$ cat src/rtl/battleship_pkg.sv
// Shared types and helpers for the battleship lab blocks: board defaults,
// the shot resolver state encoding, cell indexing and occupancy popcount.
package battleship_pkg;

    localparam int DEF_ROWS = 5;
    localparam int DEF_COLS = 5;
    localparam int CELLS    = DEF_ROWS * DEF_COLS;

    typedef enum logic [2:0] {
        ST_IDLE   = 3'd0,
        ST_ARM    = 3'd1,
        ST_WAIT   = 3'd2,
        ST_CHECK  = 3'd3,
        ST_REPORT = 3'd4,
        ST_OVER   = 3'd5
    } shot_state_t;

    function automatic logic [7:0] cell_idx(input logic [2:0] row,
                                            input logic [2:0] col,
                                            input logic [7:0] cols);
        return ({5'd0, row} * cols) + {5'd0, col};
    endfunction

    // Boards narrower than 32 cells are zero-extended by the caller.
    function automatic logic [5:0] popcount_cells(input logic [31:0] occ);
        logic [5:0] cnt;
        cnt = 6'd0;
        for (int i = 0; i < 32; i++) begin
            cnt = cnt + {5'd0, occ[i]};
        end
        return cnt;
    endfunction

endpackage

$ cat src/rtl/rise_detect.sv
// Two-flop rising-edge detector with synchronous reset; the input is assumed
// already synchronized to clock.
module rise_detect (
    input  logic clock,
    input  logic reset,
    input  logic level,
    output logic rise
);

    logic q1_r;
    logic q2_r;

    // Level history: q1 is the current sample, q2 the previous one.
    always_ff @(posedge clock) begin
        if (reset) begin
            q1_r <= 1'b0;
            q2_r <= 1'b0;
        end else begin
            q1_r <= level;
            q2_r <= q1_r;
        end
    end

    assign rise = q1_r & ~q2_r;

endmodule

$ cat src/rtl/shot_resolver.sv
// Classifies fire presses against the placed fleet and keeps hit/miss maps and
// counters. Build option: SHOT_REPEAT_BLOCK_EN reports repeat shots and does not charge them.
module shot_resolver
    import battleship_pkg::*;
#(
    parameter int ROWS = DEF_ROWS,
    parameter int COLS = DEF_COLS
) (
    input  logic                   clock,
    input  logic                   reset,
    input  logic                   active,
    input  logic                   fire,
    input  logic [2:0]             target_row,
    input  logic [2:0]             target_col,
    input  logic [ROWS*COLS-1:0]   board_occ,
    output logic                   result_valid,
    output logic                   result_hit,
    output logic                   result_repeat,
    output logic                   result_err,
    output logic [ROWS*COLS-1:0]   hit_map,
    output logic [ROWS*COLS-1:0]   miss_map,
    output logic [4:0]             hits_left,
    output logic [4:0]             shots_fired,
    output logic                   all_sunk,
    output logic                   busy
);

    localparam int         NCELL  = ROWS * COLS;
    localparam int         IDX_W  = $clog2(NCELL);
    localparam logic [3:0] ROWS_L = 4'(ROWS);
    localparam logic [3:0] COLS_L = 4'(COLS);

    shot_state_t      state_r, state_s;
    logic [2:0]       row_r, row_s, col_r, col_s;
    logic [NCELL-1:0] hit_map_r, hit_map_s, miss_map_r, miss_map_s;
    logic [4:0]       hits_left_r, hits_left_s, shots_r, shots_s;
    logic             valid_r, valid_s, hit_r, hit_s, rep_r, rep_s, err_r, err_s;
    logic             sunk_r, sunk_s, busy_r, busy_s;
    logic             fire_rise_s;
    logic [IDX_W-1:0] idx_s;
    logic [4:0]       occ_cnt_s;
    logic [4:0]       shots_inc_s;
    logic             out_of_range_s;

    rise_detect u_fire_rise (
        .clock (clock),
        .reset (reset),
        .level (fire),
        .rise  (fire_rise_s)
    );

    assign idx_s          = IDX_W'(cell_idx(row_r, col_r, 8'(COLS)));
    assign out_of_range_s = ({1'b0, row_r} >= ROWS_L) || ({1'b0, col_r} >= COLS_L);
    assign occ_cnt_s      = 5'(popcount_cells(32'(board_occ)));
    assign shots_inc_s    = (shots_r == 5'd31) ? shots_r : shots_r + 5'd1;

    // Next-state and next-output decode; dropping active overrides every state.
    always_comb begin
        state_s     = state_r;
        row_s       = row_r;
        col_s       = col_r;
        hit_map_s   = hit_map_r;
        miss_map_s  = miss_map_r;
        hits_left_s = hits_left_r;
        shots_s     = shots_r;
        valid_s     = 1'b0;
        hit_s       = hit_r;
        rep_s       = rep_r;
        err_s       = err_r;
        sunk_s      = sunk_r;
        busy_s      = 1'b0;
        if (!active) begin
            state_s = ST_IDLE;
        end else begin
            case (state_r)
                ST_IDLE: state_s = ST_ARM;
                ST_ARM: begin
                    hit_map_s   = '0;
                    miss_map_s  = '0;
                    shots_s     = 5'd0;
                    hits_left_s = occ_cnt_s;
                    if (occ_cnt_s == 5'd0) begin
                        sunk_s  = 1'b1;
                        state_s = ST_OVER;
                    end else begin
                        sunk_s  = 1'b0;
                        state_s = ST_WAIT;
                    end
                end
                ST_WAIT: begin
                    if (fire_rise_s) begin
                        row_s   = target_row;
                        col_s   = target_col;
                        state_s = ST_CHECK;
                    end else begin
                        state_s = ST_WAIT;
                    end
                end
                ST_CHECK: begin
                    valid_s = 1'b1;
                    hit_s   = 1'b0;
                    rep_s   = 1'b0;
                    err_s   = 1'b0;
                    state_s = ST_REPORT;
                    if (out_of_range_s) begin
                        err_s = 1'b1;
`ifdef SHOT_REPEAT_BLOCK_EN
                    end else if (hit_map_r[idx_s] || miss_map_r[idx_s]) begin
                        rep_s = 1'b1;
`else
                    // A re-shot hit cell is charged like a miss but leaves the maps alone.
                    end else if (hit_map_r[idx_s]) begin
                        shots_s = shots_inc_s;
`endif
                    end else if (board_occ[idx_s]) begin
                        hit_s            = 1'b1;
                        hit_map_s[idx_s] = 1'b1;
                        shots_s          = shots_inc_s;
                        if (hits_left_r != 5'd0) begin
                            hits_left_s = hits_left_r - 5'd1;
                        end else begin
                            hits_left_s = hits_left_r;
                        end
                    end else begin
                        miss_map_s[idx_s] = 1'b1;
                        shots_s           = shots_inc_s;
                    end
                end
                ST_REPORT: begin
                    if (hits_left_r == 5'd0) begin
                        sunk_s  = 1'b1;
                        state_s = ST_OVER;
                    end else begin
                        state_s = ST_WAIT;
                    end
                end
                ST_OVER: state_s = ST_OVER;
                default: state_s = ST_IDLE;
            endcase
        end
        busy_s = (state_s == ST_ARM) || (state_s == ST_CHECK) || (state_s == ST_REPORT);
    end

    // State and registered outputs.
    always_ff @(posedge clock) begin
        if (reset) begin
            state_r     <= ST_IDLE;
            row_r       <= 3'd0;
            col_r       <= 3'd0;
            hit_map_r   <= '0;
            miss_map_r  <= '0;
            hits_left_r <= 5'd0;
            shots_r     <= 5'd0;
            valid_r     <= 1'b0;
            hit_r       <= 1'b0;
            rep_r       <= 1'b0;
            err_r       <= 1'b0;
            sunk_r      <= 1'b0;
            busy_r      <= 1'b0;
        end else begin
            state_r     <= state_s;
            row_r       <= row_s;
            col_r       <= col_s;
            hit_map_r   <= hit_map_s;
            miss_map_r  <= miss_map_s;
            hits_left_r <= hits_left_s;
            shots_r     <= shots_s;
            valid_r     <= valid_s;
            hit_r       <= hit_s;
            rep_r       <= rep_s;
            err_r       <= err_s;
            sunk_r      <= sunk_s;
            busy_r      <= busy_s;
        end
    end

    assign result_valid  = valid_r;
    assign result_hit    = hit_r;
    assign result_repeat = rep_r;
    assign result_err    = err_r;
    assign hit_map       = hit_map_r;
    assign miss_map      = miss_map_r;
    assign hits_left     = hits_left_r;
    assign shots_fired   = shots_r;
    assign all_sunk      = sunk_r;
    assign busy          = busy_r;

endmodule
$ cat config.mk
export PLATFORM = sky130hd
export DESIGN_NAME = shot_resolver
export DESIGN_NICKNAME = d
export VERILOG_FILES = /design/src/rtl/battleship_pkg.sv /design/src/rtl/rise_detect.sv /design/src/rtl/shot_resolver.sv
export SDC_FILE = /design/constraint.sdc
export NUM_CORES = 1
export LEC_CHECK = 0
export CAP_MARGIN = 20
export CORE_MARGIN = 3
export CORE_UTILIZATION = 31
export CTS_BUF_LIST = sky130_fd_sc_hd__clkbuf_2 sky130_fd_sc_hd__clkbuf_4 sky130_fd_sc_hd__clkbuf_8
export DETAILED_ROUTE_END_ITERATION = 6
export DONT_BUFFER_PORTS = 1
export GPL_ROUTABILITY_DRIVEN = 1
export GPL_TIMING_DRIVEN = 0
export SLEW_MARGIN = 20
export SYNTH_ARGS = -nofsm -noshare
export SYNTH_HDL_FRONTEND = slang
export SYNTH_SLANG_ARGS = --single-unit
$ cat constraint.sdc
create_clock -name clock -period 4.8 [get_ports clock]
set_clock_uncertainty 0.15 [all_clocks]
set_input_delay 0.24 -clock clock [delete_from_list [all_inputs] [get_ports clock]]
set_output_delay 0.24 -clock clock [all_outputs]
set_load 0.01 [all_outputs]
==> impl_metrics.ini <==
[power_and_ir_drop]
switchingPower_uw = 675
cellInternalPower_uw = 1190
worst_ir_drop_vdd_uv = 158
p_leak_uw = 0.00191
p_seq_share_pct = 36.1
swShare_pct = 36.2
powerDensity_nw_per_um2 = 389
power_frac_comb_pct = 37.0
share_clk_of_total_power_pct = 26.9

[drt]
drt-initial-drc-count = 179
routed_wire_length_per_instance_um = 18.4
drt.antenna.violating_nets = 0
drtPass1Iterations = 5
drc = 0
via_count = 3440
avgViaCountPerCell = 5.34
wirelength_um = 11800

[layout]
nNetsFinal = 533
post_layout_nonfiller_instances = 644
postLayoutCoreUtil_pct = 35.8
layout-area-overhead-vs-synth_pct = 11.7
antenna-diode-count = 0
layout-drive-gt1-share_pct = 10.0

[clock_tree]
cts_made_buffers = 9
insertion_delay_ns = 0.36
cts_num_sinks = 76
worst_setup_hold_path_clk_slew_ns = 0.08
post-cts-setup-buffers = 0
tritoncts = yes
cts_buffer_depth = 2
clock-root-buffer = sky130_fd_sc_hd__clkbuf_8
ctsHtreeMaxLevel = 3

[critical_path]
critPathKind = in -> reg
critical_path_peak_fanout = 4
cp-end-kind = flip-flop
worst-endpoint-required_ns = 4.95
crit_arrival_ns = 4.61
worst_setup_path_start_kind = primary input

[timing]
final-hold-violation-count = 0
slew_violations = 0
timing.final.crit_period_ns = 4.46
final_critical_path_setup_slack_ns = 0.341
setup-violations-final = 0
tightest_slew_ns = 0.882
relSlewSlack_pct = 40.7
rsz0062_at_grt = false
timing.final.crit_share_pct = 92.9
fmax_ghz = 0.224

[synthesis]
portion_of_synthesized_cell_area_occupied_by_the_leading_cell_type_pct = 35.4
synth-seq-area-share_pct = 35.4
postSynthCellCount = 444
synthDistinctLibCells = 59
synth_enable_flop_cells = 0
ys.flop_type = sky130_fd_sc_hd__dfxtp_1
synth_top_area_cell = sky130_fd_sc_hd__dfxtp_1
syn_area_sq_um = 4300
synthMostInstantiatedCell = sky130_fd_sc_hd__dfxtp_1
async_sr_flop_fraction_pct = 0
ys_top_cells_by_area = sky130_fd_sc_hd__dfxtp_1 (35%), sky130_fd_sc_hd__fa_1 (8.8%), sky130_fd_sc_hd__mux4_1 (5.5%)
synthesis.yosys.warnings = 0
post_synth_most_frequent_cells = sky130_fd_sc_hd__dfxtp_1 (76), sky130_fd_sc_hd__inv_1 (42), sky130_fd_sc_hd__nand2_1 (35), sky130_fd_sc_hd__nor2_1 (30), sky130_fd_sc_hd__o21ai_0 (27)
mappedNetlistNets = 514
ys_ff_latch = 76
avgSynthCellArea_sq_um = 9.69

[die]
core_area_sq_um = 13400
placementRows = 42
die_h_um = 124
floorplan_die_area_sq_um = 15300
io_pins = 101
die_outline_width_um = 124
start_util_pct = 32.1

[global_route]
grt_antenna_before_repair = 0
vias_in_the_first_global_route = 3403
grt_remaining_overflow = 0
grt_first_pass_wirelength_um = 18200
grt_max_degree = 15
track_usage_pct = 15.5

[run_status]
run_status = complete, no violations

[run]
cap_violations = 0

[hold_path]
worst_hold_path_type = in -> reg

[place]
place_congestion = 0.858
count_of_buffers_inserted_at_the_top_level_ports = 0
post-place-cells = 620
half_perimeter_wire_length_of_the_detailed_placement_result_um = 9370
placement.setup.worst_slack_ns = -0.0290
==> cell families after synthesis <==
family | count (synthesis) | share of synthesized area (%)
simple gates | 133 | 15.7
buf+inv | 68 | 6.98
mux | 27 | 10.1
fa+ha+maj | 35 | 13.5
compound gates | 96 | 16.6
flops | 76 | 35.4
other cells | 1 | 0.0872
xor+xnor | 8 | 1.63
==> layout by cell type (no fill, tap or decap), drive strengths merged, types with 2 or more instances in the layout <==
master / instances
xnor2: 3
o21bai: 2
a32o: 22
a21oi: 11
a31oi: 8
and2: 3
and4: 2
nand4: 2
ha: 16
a41oi: 3
mux2: 4
dlygate4sd3: 8
nor2b: 7
mux4: 10
o21ai: 28
and3: 6
fa: 19
xor2: 5
nand2b: 3
a21o: 3
nor3b: 2
a31o: 2
dfxtp: 76
nor3: 14
nand3: 20
clkbuf: 22
mux2i: 13
or3: 6
nor2: 30
buf: 13
o211ai: 2
inv: 45
nand2: 35
o21a: 6
clkinvlp: 2
==> power by group through the flow <==
stage          Clock [uW]  Sequential [uW]  Combinational (uW)
2_1_floorplan           0              682                 530
3_3_place_gp            0              688                 670
3_5_place_dp            0              689                 689
4_1_cts               525              674                 704
5_1_grt               544              678                 788
6_report              502              673                 691
==> worst max-delay path, stage by stage <==
cell and delay [ns]:
sky130_fd_sc_hd__inv_1 0.03, sky130_fd_sc_hd__fa_1 0.52, sky130_fd_sc_hd__inv_1 0.05, sky130_fd_sc_hd__fa_1 0.46
sky130_fd_sc_hd__fa_1 0.52, sky130_fd_sc_hd__fa_1 0.53, sky130_fd_sc_hd__inv_1 0.05, sky130_fd_sc_hd__fa_1 0.49
sky130_fd_sc_hd__fa_1 0.16, sky130_fd_sc_hd__inv_1 0.06, sky130_fd_sc_hd__fa_1 0.40, sky130_fd_sc_hd__a21o_1 0.17
sky130_fd_sc_hd__a21oi_1 0.27, sky130_fd_sc_hd__a41oi_1 0.27, sky130_fd_sc_hd__o21ai_0 0.22, sky130_fd_sc_hd__o211a_1 0.16
==> path summary, 6_finish.rpt <==
kind                                    start                     endpoint  slack, ns  depth (start not counted)
setup / recovery                 board_occ[5]        state_r[0]$_SDFF_PP0_       0.34                         16
hold / removal                          reset  u_fire_rise.q2_r$_SDFF_PP0_       0.06                          2
setup reg to reg        row_r[2]$_SDFFE_PP0P_      hit_map[9]$_SDFFE_PP0P_       0.74                         13
hold reg to reg   u_fire_rise.q1_r$_SDFF_PP0_  u_fire_rise.q2_r$_SDFF_PP0_       0.32                          1
==> sequential cells by signal (all words and copies together), names as in the netlist <==
signal,count
all_sunk,1
busy,1
col_r,3
hit_map,25
hits_left,5
miss_map,25
result_err,1
result_hit,1
result_valid,1
row_r,3
shots_fired,5
state_r,3
u_fire_rise.q1_r,1
u_fire_rise.q2_r,1
==> per-stage QoR <==
stage	power [uW]	hold slack (ns)	instance area, sq um	TNS (ns)
floorplan	1210	0.218	4300	0
global placement	1360	0.224	4520	0
detailed placement	1380	0.230	4520	-0.0290
CTS	1900	0.0354	4800	0
global route	2010	0.0604	4800	0
finish	1870	0.0635	4800	0
==> final cells by class <==
cell class	count	area [sq um]
fill	1353	8600
multi-input combinational	300	2480
sequential	76	1520
tap	176	220
inverter	43	161
buffer	25	139
clock buffer	10	131
timing repair buffer	8	80.1
clock inverter	6	71.3
==> metal layers <==
| metal | vias to the layer above | global-route usage, % | wire [um] |
|---|---|---|---|
| li1 | 1614 | - | - |
| met1 | 1675 | 18.6 | 4730 |
| met2 | 135 | 25.8 | 5770 |
| met3 | 16 | 6.04 | 1150 |
| met4 | 0 | 4.64 | 178 |
| met5 | - | 0 | 0 |
==> repair_timing <==
item | CTS | global route
hold endpoints to repair | 9 | 0
hold buffers | 8 | 0
resized for setup | 0 | 0
No activity file was read; power rests on OpenSTA's default activity.
